File: config.mk
export PLATFORM = sky130hd
export DESIGN_NAME = ysyx_23060075_div_seq
export DESIGN_NICKNAME = d
export VERILOG_FILES = /design/src/rtl/ysyx_23060075_div_seq_pkg.sv /design/src/rtl/ysyx_23060075_adder_alu.sv /design/src/rtl/ysyx_23060075_div_seq.sv
export SDC_FILE = /design/constraint.sdc
export NUM_CORES = 1
export LEC_CHECK = 0
export BUFFER_PORTS_ARGS = -buffer_cell sky130_fd_sc_hd__buf_2
export CAP_MARGIN = 15
export CORE_UTILIZATION = 60
export DETAILED_ROUTE_END_ITERATION = 16
export GPL_TIMING_DRIVEN = 0
export HOLD_SLACK_MARGIN = 0.06
export PLACE_DENSITY = 0.82
export SYNTH_ARGS = -nofsm -noshare
export SYNTH_HDL_FRONTEND = slang
export SYNTH_SLANG_ARGS = --single-unit
File: constraint.sdc
create_clock -name clk -period 16.84 [get_ports clk]
set_input_delay 0.842 -clock clk [delete_from_list [all_inputs] [get_ports clk]]
set_output_delay 0.842 -clock clk [all_outputs]
set_load 0.01 [all_outputs]
File: src/rtl/ysyx_23060075_div_seq_pkg.sv
// Shared definitions for the sequential divider.
//   DIV_DATA_LEN : default operand/result width.
//   div_fixup_t  : sign fix-up flags captured when a request is accepted.
//                  neg_q negates the quotient and neg_r negates the remainder.
package ysyx_23060075_div_seq_pkg;

  localparam int DIV_DATA_LEN = 32;

  typedef struct packed {
    logic neg_q;
    logic neg_r;
  } div_fixup_t;

endpackage

File: src/rtl/ysyx_23060075_adder_alu.sv
// Ripple-carry adder/subtractor used by the divider.
//   a, b     : operands (data_len bits)
//   is_sub   : 1 computes a - b, 0 computes a + b
//   result   : sum or difference (data_len bits)
//   carry    : carry out for add; borrow (a < b, unsigned) for subtract
//   overflow : signed overflow of the operation
module ysyx_23060075_adder_alu #(
  parameter int data_len = 32
) (
  input  logic [data_len-1:0] a,
  input  logic [data_len-1:0] b,
  input  logic                is_sub,
  output logic [data_len-1:0] result,
  output logic                carry,
  output logic                overflow
);

  logic [data_len-1:0] b_eff;
  logic [data_len:0]   c;

  // Subtraction is a + ~b + 1, with the +1 fed in as carry-in.
  assign c[0] = is_sub;

  for (genvar gi = 0; gi < data_len; gi++) begin : g_bit
    assign b_eff[gi]  = b[gi] ^ is_sub;
    assign result[gi] = a[gi] ^ b_eff[gi] ^ c[gi];
    assign c[gi+1]    = (a[gi] & b_eff[gi]) | (c[gi] & (a[gi] ^ b_eff[gi]));
  end

  // For subtraction the raw carry-out is "no borrow"; invert it so that
  // carry=1 reports a borrow.
  assign carry    = c[data_len] ^ is_sub;
  assign overflow = (a[data_len-1] == b_eff[data_len-1]) &&
                    (result[data_len-1] != a[data_len-1]);

endmodule

File: src/rtl/ysyx_23060075_div_seq.sv
// Multi-cycle restoring divider for DIV/DIVU/REM/REMU.
// Produces one quotient bit per cycle through a shared subtractor.
//   clk, rst_n           : clock (rising edge), async active-low reset
//   in_valid / in_ready  : request handshake; in_ready is high only in IDLE
//   a, b, is_signed      : dividend, divisor, signed-operation select
//   out_valid / out_ready: result handshake; results are held until taken
//   quotient, remainder  : registered results
module ysyx_23060075_div_seq
  import ysyx_23060075_div_seq_pkg::*;
#(
  parameter int data_len = DIV_DATA_LEN
) (
  input  logic                clk,
  input  logic                rst_n,
  input  logic                in_valid,
  output logic                in_ready,
  input  logic [data_len-1:0] a,
  input  logic [data_len-1:0] b,
  input  logic                is_signed,
  output logic                out_valid,
  input  logic                out_ready,
  output logic [data_len-1:0] quotient,
  output logic [data_len-1:0] remainder
);

  localparam int CNT_W = $clog2(data_len);
  localparam logic [CNT_W-1:0]    LAST_STEP  = CNT_W'(data_len - 1);
  localparam logic [data_len-1:0] SIGNED_MIN = {1'b1, {(data_len-1){1'b0}}};

  typedef enum logic [1:0] {
    ST_IDLE = 2'd0,
    ST_CALC = 2'd1,
    ST_DONE = 2'd2
  } state_e;

  state_e              state_reg;
  logic [data_len-1:0] dividend_reg;   // shifts left; quotient bits enter at LSB
  logic [data_len-1:0] divisor_reg;    // |b|
  logic [data_len-1:0] rem_reg;        // partial remainder R
  logic [CNT_W-1:0]    counter_reg;
  div_fixup_t          fixup_reg;
  logic [data_len-1:0] quotient_reg;
  logic [data_len-1:0] remainder_reg;
  logic                out_valid_reg;

  // Operand capture helpers
  logic                a_neg;
  logic                b_neg;
  logic [data_len-1:0] a_abs;
  logic [data_len-1:0] b_abs;
  logic                b_is_zero;
  logic                signed_ovf;

  always_comb begin
    a_neg      = is_signed & a[data_len-1];
    b_neg      = is_signed & b[data_len-1];
    a_abs      = a_neg ? -a : a;
    b_abs      = b_neg ? -b : b;
    b_is_zero  = (b == '0);
    signed_ovf = is_signed && (a == SIGNED_MIN) && (b == '1);
  end

  // One restoring step. The trial value is data_len+1 bits wide because
  // shifting R left by one can exceed data_len bits before the subtract.
  logic [data_len:0]   trial;
  logic [data_len:0]   adder_b;
  logic [data_len:0]   adder_result;
  logic                borrow;
  logic                overflow_unused;
  logic                diff_msb_unused;
  logic [data_len-1:0] diff;
  logic [data_len-1:0] rem_step;
  logic [data_len-1:0] quot_step;
  logic [data_len-1:0] quot_fixed;
  logic [data_len-1:0] rem_fixed;

  ysyx_23060075_adder_alu #(
    .data_len(data_len + 1)
  ) u_sub (
    .a       (trial),
    .b       (adder_b),
    .is_sub  (1'b1),
    .result  (adder_result),
    .carry   (borrow),
    .overflow(overflow_unused)
  );

  always_comb begin
    trial                     = {rem_reg, dividend_reg[data_len-1]};
    adder_b                   = {1'b0, divisor_reg};
    {diff_msb_unused, diff}   = adder_result;
    // On borrow the trial value is below |b|, so its top bit is zero and
    // the low data_len bits hold it exactly.
    rem_step                  = borrow ? trial[data_len-1:0] : diff;
    quot_step                 = {dividend_reg[data_len-2:0], ~borrow};
    quot_fixed                = fixup_reg.neg_q ? -quot_step : quot_step;
    rem_fixed                 = fixup_reg.neg_r ? -rem_step  : rem_step;
  end

  always_ff @(posedge clk or negedge rst_n) begin
    if (!rst_n) begin
      state_reg     <= ST_IDLE;
      dividend_reg  <= '0;
      divisor_reg   <= '0;
      rem_reg       <= '0;
      counter_reg   <= '0;
      fixup_reg     <= '0;
      quotient_reg  <= '0;
      remainder_reg <= '0;
      out_valid_reg <= 1'b0;
    end else begin
      case (state_reg)
        ST_IDLE: begin
          if (in_valid) begin
            fixup_reg.neg_q <= a_neg ^ b_neg;
            fixup_reg.neg_r <= a_neg;
            if (b_is_zero) begin
              // Divide by zero: all-ones quotient, raw dividend as remainder
              quotient_reg  <= '1;
              remainder_reg <= a;
              out_valid_reg <= 1'b1;
              state_reg     <= ST_DONE;
            end else if (signed_ovf) begin
              // Most-negative / -1 overflows; result is the dividend itself
              quotient_reg  <= a;
              remainder_reg <= '0;
              out_valid_reg <= 1'b1;
              state_reg     <= ST_DONE;
            end else begin
              dividend_reg <= a_abs;
              divisor_reg  <= b_abs;
              rem_reg      <= '0;
              counter_reg  <= '0;
              state_reg    <= ST_CALC;
            end
          end
        end

        ST_CALC: begin
          dividend_reg <= quot_step;
          rem_reg      <= rem_step;
          counter_reg  <= counter_reg + 1'b1;
          if (counter_reg == LAST_STEP) begin
            quotient_reg  <= quot_fixed;
            remainder_reg <= rem_fixed;
            out_valid_reg <= 1'b1;
            state_reg     <= ST_DONE;
          end
        end

        ST_DONE: begin
          // Results stay put until taken; a new request is only looked at
          // once back in IDLE, one cycle later.
          if (out_ready) begin
            out_valid_reg <= 1'b0;
            state_reg     <= ST_IDLE;
          end
        end

        default: state_reg <= ST_IDLE;
      endcase
    end
  end

  assign in_ready  = (state_reg == ST_IDLE);
  assign out_valid = out_valid_reg;
  assign quotient  = quotient_reg;
  assign remainder = remainder_reg;

endmodule
==> results.toml, run 1 <==
[sta]
fin_skew_ps = 16.10
hold_ws_ps = 356.2
timing.final.crit_share_pct = 97.36
slew_headroom_pct = 33.89
max_freq_mhz = 60.99
grt_setup_unrepaired = "no"
fin_ws_ps = 445.0
min_period_ps = 16400
setup_tns_ps = 0
setup_viol = 0
hold_violations = 0
max_slew.worst_pin.slew_ps = 986.3
drv_slew = 0

[clock_network]
ctsHtreeMaxLevel = 4
clk_pin_slew_worst_paths_ps = 70
clock_sinks = 170
cts-root-buf = "clkbuf_16"
cts_buffer_depth = 2
tritoncts = "yes"
cts-buffers-inserted = 17
clk_latency_ps = 450
hold_buffers = 0

[run_status]
status = "finished, final reports clean"

[power]
leakagePower_nw = 5.621
power.density_nw_per_um2 = 245.6
peakVddDrop_mv = 0.1250

[die]
rows = 49
die_x_um = 139.6
core_sq_um = 18270
initial_core_util_pct = 62.16
die_y_um = 139.6
pin_count = 135
dieArea_sq_um = 19480

[synthesis]
synth.distinct_cells = 69
syn_area_per_cell_sq_um = 8.630
synth.most_common_cell = "nand2_1"
synth_seq_cells = 170
synth_flop_cell = "dfrtp_1"
synth_edf_count = 0
ys_seq_area_share_pct = 37.46
netlist_area_sq_um = 11360
yosysTopAreaCellShare_pct = 37.46
ys_warn_count = 0
synth_top_cell_by_area = "dfrtp_1"
synth_area_leaders = "dfrtp_1 (37%), o21ai_0 (6.9%), nand2_1 (5.7%)"
synth_nets = 1424
async_flop_share_pct = 100.0
synthCells = 1316
synth_commonest_cells = "nand2_1 (171), dfrtp_1 (170), o21ai_0 (156)"

[worst_setup_path]
timing.critical_path.slowest_cell_delay_ps = 540
cp-end-kind = "flip-flop"
critPathLaunchType = "flip-flop"
path_common_cell = "fa_1"
cpMaxStageDelayCell = "fa_1"
critPathTopFamily = "adder cells"
r2r_cells = 48
required_ps = 17160
path_class = "reg -> reg"
rrSetupSlack_ps = 440
reg2reg_from = "dividend_reg[31]"
r2r-end = "remainder[28]"
critical_path_arrival_ps = 16710
path_buf_inv = 7
crit_fanout = 10

[drt]
viasPerCell = 6.557
vias = 11220
drcViolationCount = 0
firstDrtPassIters = 7
drt_iter0_drc = 1336
routed_wl_um = 37860
ant_nets = 0
wl_per_cell_um = 22.13

[place]
dp_hpwl_um = 27890
place_area_sq_um = 12350
place_ws_ps = 293.6
gp_congestion = 0.9731
numPortBuffers = 132

[finish]
design_area_sq_um = 12950
syn2layout_area_growth_pct = 14.01
diodes = 0
fill_cells = 1487
nets = 1577
final_core_util_pct = 70.87
drive_above_1_share_pct = 14.37

[global_routing]
gr-total-overflow = 0
grt_pass1_wl_um = 59980
grt_pass1_vias = 10810
antenna_found_initial = 0
grt_use_total_pct = 40.20
grt_max_degree = 98

[min_path]
min_path_type = "in -> async"

[flow_run]
max_cap_viol_count = 0
## layout make-up
cell class / count / area [sq um] / area share, %
inverters: 50 / 187.7 / 1.449
multi-input cells: 1012 / 6529 / 50.42
clock inverters: 8 / 87.58 / 0.6764
repair buffers: 134 / 705.7 / 5.450
well taps: 229 / 286.5 / 2.213
clock buffers: 24 / 491.7 / 3.797
plain buffers: 84 / 406.6 / 3.140
flip-flops and latches: 170 / 4254 / 32.85
## placed cells by master, fill, tap and decap left out, types with 5 or more instances in the layout
cell,n
nand4_1,12
clkbuf_1,62
dfrtp_1,170
or4_1,14
a21oi_1,83
a31oi_1,18
buf_2,145
a22o_1,5
o31ai_1,23
clkbuf_8,8
clkbuf_16,17
xnor2_1,70
and3_1,7
o21ai_0,155
inv_1,49
or3_1,15
nor4_1,30
o41ai_1,9
nand3_1,17
o22a_1,13
o22ai_1,17
nor2_1,111
a22oi_1,12
nor3_1,29
a21o_1,7
ha_1,8
nand2_1,171
mux2i_1,44
o211ai_1,6
fa_1,31
xor2_1,44
## power breakdown
part           leakage [nW]  total (mW)  internal, mW  switching, mW
clock network         0.273       0.393         0.220          0.172
logic                  3.25        2.02         0.747           1.27
registers              2.10       0.769         0.597          0.172
total                  5.62        3.18          1.56           1.62
## worst max-delay path by stage
stage / from / endpoint / slack (ps) / cells past startpoint
floorplan: dividend_reg[31] / quotient[28] / 1820 / 49
global placement: dividend_reg[31] / quotient[28] / 480 / 49
detailed placement: dividend_reg[31] / quotient[28] / 290 / 49
CTS: dividend_reg[31] / quotient[28] / 190 / 49
global route: dividend_reg[31] / remainder[28] / 8 / 48
finish: dividend_reg[31] / remainder[28] / 440 / 48
## stage by stage
| stage | power [mW] | cells |
|---|---|---|
| after floorplan | 2.083 | 1316 |
| after global placement | 2.641 | 1677 |
| after detailed placement | 2.694 | 1678 |
| after CTS | 3.104 | 1710 |
| after global routing | 3.382 | 1711 |
| final | 3.180 | 1711 |
## metal layers
metal  vias up  track usage [%]  wire length [um]
li1       4969                -                 -
met1      5329            54.88             15150
met2       785            60.70             16810
met3       136            10.50              4318
met4         0            17.35              1576
met5         -                0                 0
## logic make-up after synthesis
kind of cell,share of synthesized area [%]
simple gates,17.69
buf+inv,5.211
flops,37.46
mux,4.175
compound gates,20.33
xor+xnor,8.791
fa+ha+maj,6.346
## repair_timing
| item | CTS | global route |
|---|---|---|
| hold endpoints to repair | 0 | 0 |
| resized for setup | 0 | 4 |
| setup endpoints to repair | 0 | 12 |
| setup buffers | 0 | 1 |
(Power assumes the default switching activity.)
==> run 2, diff against run 1 <==
--- a/config.mk
+++ b/config.mk
@@ -11,7 +11,7 @@
 export DETAILED_ROUTE_END_ITERATION = 16
 export GPL_TIMING_DRIVEN = 0
 export HOLD_SLACK_MARGIN = 0.06
-export PLACE_DENSITY = 0.82
+export PLACE_DENSITY = 0.89
 export SYNTH_ARGS = -nofsm -noshare
 export SYNTH_HDL_FRONTEND = slang
 export SYNTH_SLANG_ARGS = --single-unit
==> run 2 against run 1 <==
- sequential power hardly changed
- cell count hardly changed
- worst hold slack better by 72 ps
- flip-flop and latch count stayed put
- critical path depth stayed put
- clock skew is 6.3 ps lower
- final area is 0.50% lower
- utilization is 0.36 points lower
==> results.toml, run 2 (synthesis gave the netlist of run 1 again) <==
[drt]
routed_wl_um = 37340
wl_per_cell_um = 21.83
firstDrtPassIters = 7
drcViolationCount = 0
drt_iter0_drc = 1693
viasPerCell = 6.726
ant_nets = 0
vias = 11500

[die]
pin_count = 135
die_y_um = 139.6
dieArea_sq_um = 19480
rows = 49
die_x_um = 139.6
initial_core_util_pct = 62.16
core_sq_um = 18270

[worst_setup_path]
path_class = "reg -> reg"
cp-end-kind = "flip-flop"
r2r_cells = 48
critical_path_arrival_ps = 16650
critPathLaunch = "dividend_reg[31]"
rrSetupSlack_ps = 520
reg2reg_from = "dividend_reg[31]"
path_common_cell = "fa_1"
cpMaxStageDelayCell = "fa_1"
critPathLaunchType = "flip-flop"
required_ps = 17160
timing.critical_path.slowest_cell_delay_ps = 550
crit_fanout = 10
r2r-end = "remainder[28]"

[place]
place_area_sq_um = 12350
numPortBuffers = 132
placedCellCount = 1678
gp_congestion = 1.002
dp_hpwl_um = 27650
place_ws_ps = 246.0

[clock_network]
ctsHtreeMaxLevel = 4
clock_sinks = 170
cts-buffers-inserted = 17
cts_buffer_depth = 2
clk_latency_ps = 450
tritoncts = "yes"
clk_pin_slew_worst_paths_ps = 70
cts-root-buf = "clkbuf_16"

[sta]
slew_headroom_pct = 36.90
min_period_ps = 16320
fin_ws_ps = 516.3
grt_setup_unrepaired = "no"
setup_tns_ps = 0
fin_skew_ps = 9.845
hold_violations = 0
max_slew.worst_pin.slew_ps = 941.4
max_freq_mhz = 61.26
timing.final.crit_share_pct = 96.93
hold_ws_ps = 428.1
drv_slew = 0
setup_viol = 0

[global_routing]
grt_use_total_pct = 38.93
gr-total-overflow = 0
antenna_found_initial = 0
grt_pass1_vias = 10790
grt_max_degree = 90
grt_pass1_wl_um = 58260

[finish]
layout.cells.most_common = "nand2_1"
syn2layout_area_growth_pct = 13.44
fill_cells = 1413
final_core_util_pct = 70.52
drive_above_1_share_pct = 14.31
final_cell_mix = "nand2_1 (171), dfrtp_1 (170), o21ai_0 (156), buf_2 (144), nor2_1 (111)"
register_area_sq_um = 4254
diodes = 0
nets = 1576
design_area_sq_um = 12880
final_cells = 1710
multi_input_area_sq_um = 6521

[flow_run]
max_cap_viol_count = 0

[power]
leakagePower_nw = 5.610
peakVddDrop_mv = 0.1386
power.density_nw_per_um2 = 244.8
fin_total_pwr_mw = 3.154

[run_status]
status = "finished, final reports clean"

[min_path]
min_path_type = "in -> async"
-- run 2: cell count changes in the layout (fill, tap and decap cells not counted), moves of 2 or more --
cell        change
inv_6           +4
clkinv_4        -2
clkinv_2        +6
clkbuf_8        -4
clkinvlp_4      -3
-- run 2: where the power goes --
part / leakage, nW / internal [mW] / total, mW / switching (mW)
Combinational: 3.25 / 0.746 / 2.02 / 1.27
Sequential: 2.10 / 0.597 / 0.770 / 0.173
Clock: 0.268 / 0.190 / 0.368 / 0.178
Total: 5.61 / 1.53 / 3.15 / 1.62
-- run 2: cell type report --
type / count / area share [%]
Tap cell: 229 / 2.224
Inverter: 50 / 1.457
Clock buffer: 19 / 3.360
Clock inverter: 13 / 0.7284
Multi-Input combinational cell: 1012 / 50.62
Sequential cell: 170 / 33.02
Buffer: 83 / 3.117
Timing Repair Buffer: 134 / 5.477
-- run 2: worst max path at each step --
stage | end | slack [ps] | cells past startpoint
6_report | remainder[28] | 520 | 48
5_1_grt | remainder[28] | 0.7 | 48
4_1_cts | quotient[30] | 160 | 49
3_5_place_dp | quotient[28] | 250 | 49
3_3_place_gp | quotient[28] | 410 | 49
2_1_floorplan | quotient[28] | 1820 | 49
-- run 2: critical path, delay by kind of cell, from the launching register on --
kind / cells / cell delay (ps)
DFF: 1 / 400
buffers and inverters: 7 / 1130
and+or+nand+nor: 3 / 580
adders and majority gates: 33 / 12560
AOI/OAI and AO/OA: 4 / 1270
xor gates and xnor gates: 1 / 240
-- run 2: timing repair --
item / in CTS / in global routing
resized for setup: 0 / 2
endpoints found under the setup margin: 0 / 8
buffers inserted: 0 / 1
hold buffers: 0 / 0
-- run 2: routing by layer --
metal | track usage, % | vias up | part of all wire (%)
met3 | 9.257 | 149 | 12
met2 | 60.28 | 913 | 45
met5 | 0 | - | 0
met1 | 51.54 | 5455 | 38
met4 | 19.09 | 0 | 4.3
li1 | - | 4985 | -
==> run 3, diff against run 2 <==
==> constraint.sdc (replaced) <==
create_clock -name clk -period 16.8 [get_ports clk]
set_input_delay 0.84 -clock clk [delete_from_list [all_inputs] [get_ports clk]]
set_output_delay 0.84 -clock clk [all_outputs]
set_load 0.01 [all_outputs]
==> run 3 against run 2 <==
- fmax grew 0.57%
- highest routed layer unchanged
- count of clock-buffer cells in the layout unchanged
- total power is 0.17% higher
- global-route usage stayed put
- clock power barely moved
- register-to-register slack gained 50 ps
- worst hold slack lost 7.2 ps
- first-iteration DRC count fell by 2.5%
- cell count unchanged
- largest power group unchanged
==> results.toml, run 3 (synthesis gave the netlist of run 1 again) <==
[run_status]
status = "finished, final reports clean"

[die]
die_y_um = 139.6
pin_count = 135
dieArea_sq_um = 19480
die_x_um = 139.6
initial_core_util_pct = 62.16
rows = 49
core_sq_um = 18270

[clock_network]
clk_pin_slew_worst_paths_ps = 70
cts_buffer_depth = 2
clk_latency_ps = 450
clock_sinks = 170
tritoncts = "yes"
ctsHtreeMaxLevel = 4
hold_buffers = 0
cts-root-buf = "clkbuf_16"
cts-buffers-inserted = 17

[drt]
drcViolationCount = 0
routed_wl_um = 37240
met1_length_um = 14380
ant_nets = 0
dr_wl_met3_um = 4376
firstDrtPassIters = 9
vias = 11520
wl_per_cell_um = 21.78
drt_iter0_drc = 1650
top_layer = "met4"
viasPerCell = 6.737
wl_met2_um = 16670

[sta]
min_period_ps = 16230
max_freq_mhz = 61.61
hold_violations = 0
max_slew.worst_pin.slew_ps = 971.6
grt_setup_unrepaired = "no"
timing.final.crit_share_pct = 96.62
slew_headroom_pct = 34.88
fin_ws_ps = 568.5
drv_slew = 0
setup_viol = 0
setup_tns_ps = 0
fin_skew_ps = 11.02

[worst_setup_path]
required_ps = 17120
path_class = "reg -> reg"
crit_fanout = 10
cp-end-kind = "flip-flop"
timing.critical_path.slowest_cell_delay_ps = 550
critPathLaunchType = "flip-flop"
path_common_cell = "fa_1"
critical_path_arrival_ps = 16560
cpMaxStageDelayCell = "fa_1"

[power]
p_int_mw = 1.537
comb_power_share_pct = 63.9
power_frac_seq_pct = 24.4
clockPowerShare_pct = 11.7
power.density_nw_per_um2 = 245.2
switching_share_pct = 51.34
peakVddDrop_mv = 0.1378
leakagePower_nw = 5.613
p_switching_mw = 1.622

[place]
place_area_sq_um = 12350
placedCellCount = 1678
numPortBuffers = 132
gp_congestion = 1.002
place_ws_ps = 206.0
dp_hpwl_um = 27650

[finish]
drive_above_1_share_pct = 14.38
final_cells = 1710
design_area_sq_um = 12880
nets = 1576
layout.cells.most_common = "nand2_1"
diodes = 0
syn2layout_area_growth_pct = 13.45
fill_cells = 1415
final_cell_mix = "nand2_1 (171), dfrtp_1 (170), o21ai_0 (156), buf_2 (144), nor2_1 (111)"

[global_routing]
grt_use_total_pct = 38.93
grt_pass1_wl_um = 58260
grt_max_degree = 90
grt_pass1_vias = 10790
gr-total-overflow = 0
antenna_found_initial = 0

[min_path]
min_path_type = "in -> async"

[flow_run]
max_cap_viol_count = 0
[run 3: cell counts in the layout (fill, tap and decap cells not counted)]
No cell type changed its count.
[run 3: metrics by stage]
stage / total power [mW] / hold slack [ps] / utilization, %
3_5_place_dp: 2.701 / 464.6 / 67.58
5_1_grt: 3.337 / 490.7 / 70.52
2_1_floorplan: 2.088 / 472.5 / -
4_1_cts: 3.084 / 446.6 / 70.46
3_3_place_gp: 2.637 / 449.7 / 67.35
6_report: 3.160 / 420.9 / 70.52
[run 3: worst max-delay path: cells and delay by family (launching register included)]
family | cells | cell delay [ps]
AO/OA/AOI/OAI | 4 | 1220
XOR/XNOR | 1 | 250
adder cells (fa/ha/maj) | 33 | 12550
buffers and inverters | 7 | 1080
flip-flops | 1 | 400
AND/OR/NAND/NOR | 3 | 580
[run 3: final cells by class]
class,count,area [sq um],area share (%)
multi-input combinational,1012,6521,50.61
sequential,170,4254,33.02
timing repair buffer,134,705.7,5.477
clock buffer,19,432.9,3.360
buffer,83,402.9,3.127
tap,229,286.5,2.224
inverter,50,187.7,1.457
clock inverter,13,93.84,0.7283
[run 3: power groups by stage]
stage	registers [mW]	logic, mW	clock network [mW]
after floorplan	0.755	1.33	0
after global placement	0.758	1.88	0
after detailed placement	0.769	1.93	0
after CTS	0.763	1.95	0.368
after global routing	0.791	2.17	0.380
final	0.772	2.02	0.369
[run 3: final timing paths]
kind | startpoint | to | slack (ps) | cells after the start
setup / recovery | dividend_reg[31] | remainder[28] | 570 | 48
hold / removal | rst_n | rem_reg[4] | 420 | 1
setup reg to reg | dividend_reg[31] | remainder[28] | 570 | 48
hold reg to reg | quotient[12] | quotient[12] | 470 | 2
max in group asynchronous | rst_n | divisor_reg[13] | 15480 | 2
min in group clk | quotient[12] | quotient[12] | 470 | 2
[run 3: what timing repair did]
item	in CTS	in global routing
resized for setup	0	4
setup buffers	0	1
endpoints found under the setup margin	0	9
[run 3: layer usage]
| layer | global-route usage, % | vias to the layer above |
|---|---|---|
| li1 | - | 4991 |
| met2 | 60.28 | 862 |
| met4 | 19.09 | 0 |
| met5 | 0 | - |
| met3 | 9.257 | 182 |
| met1 | 51.54 | 5485 |
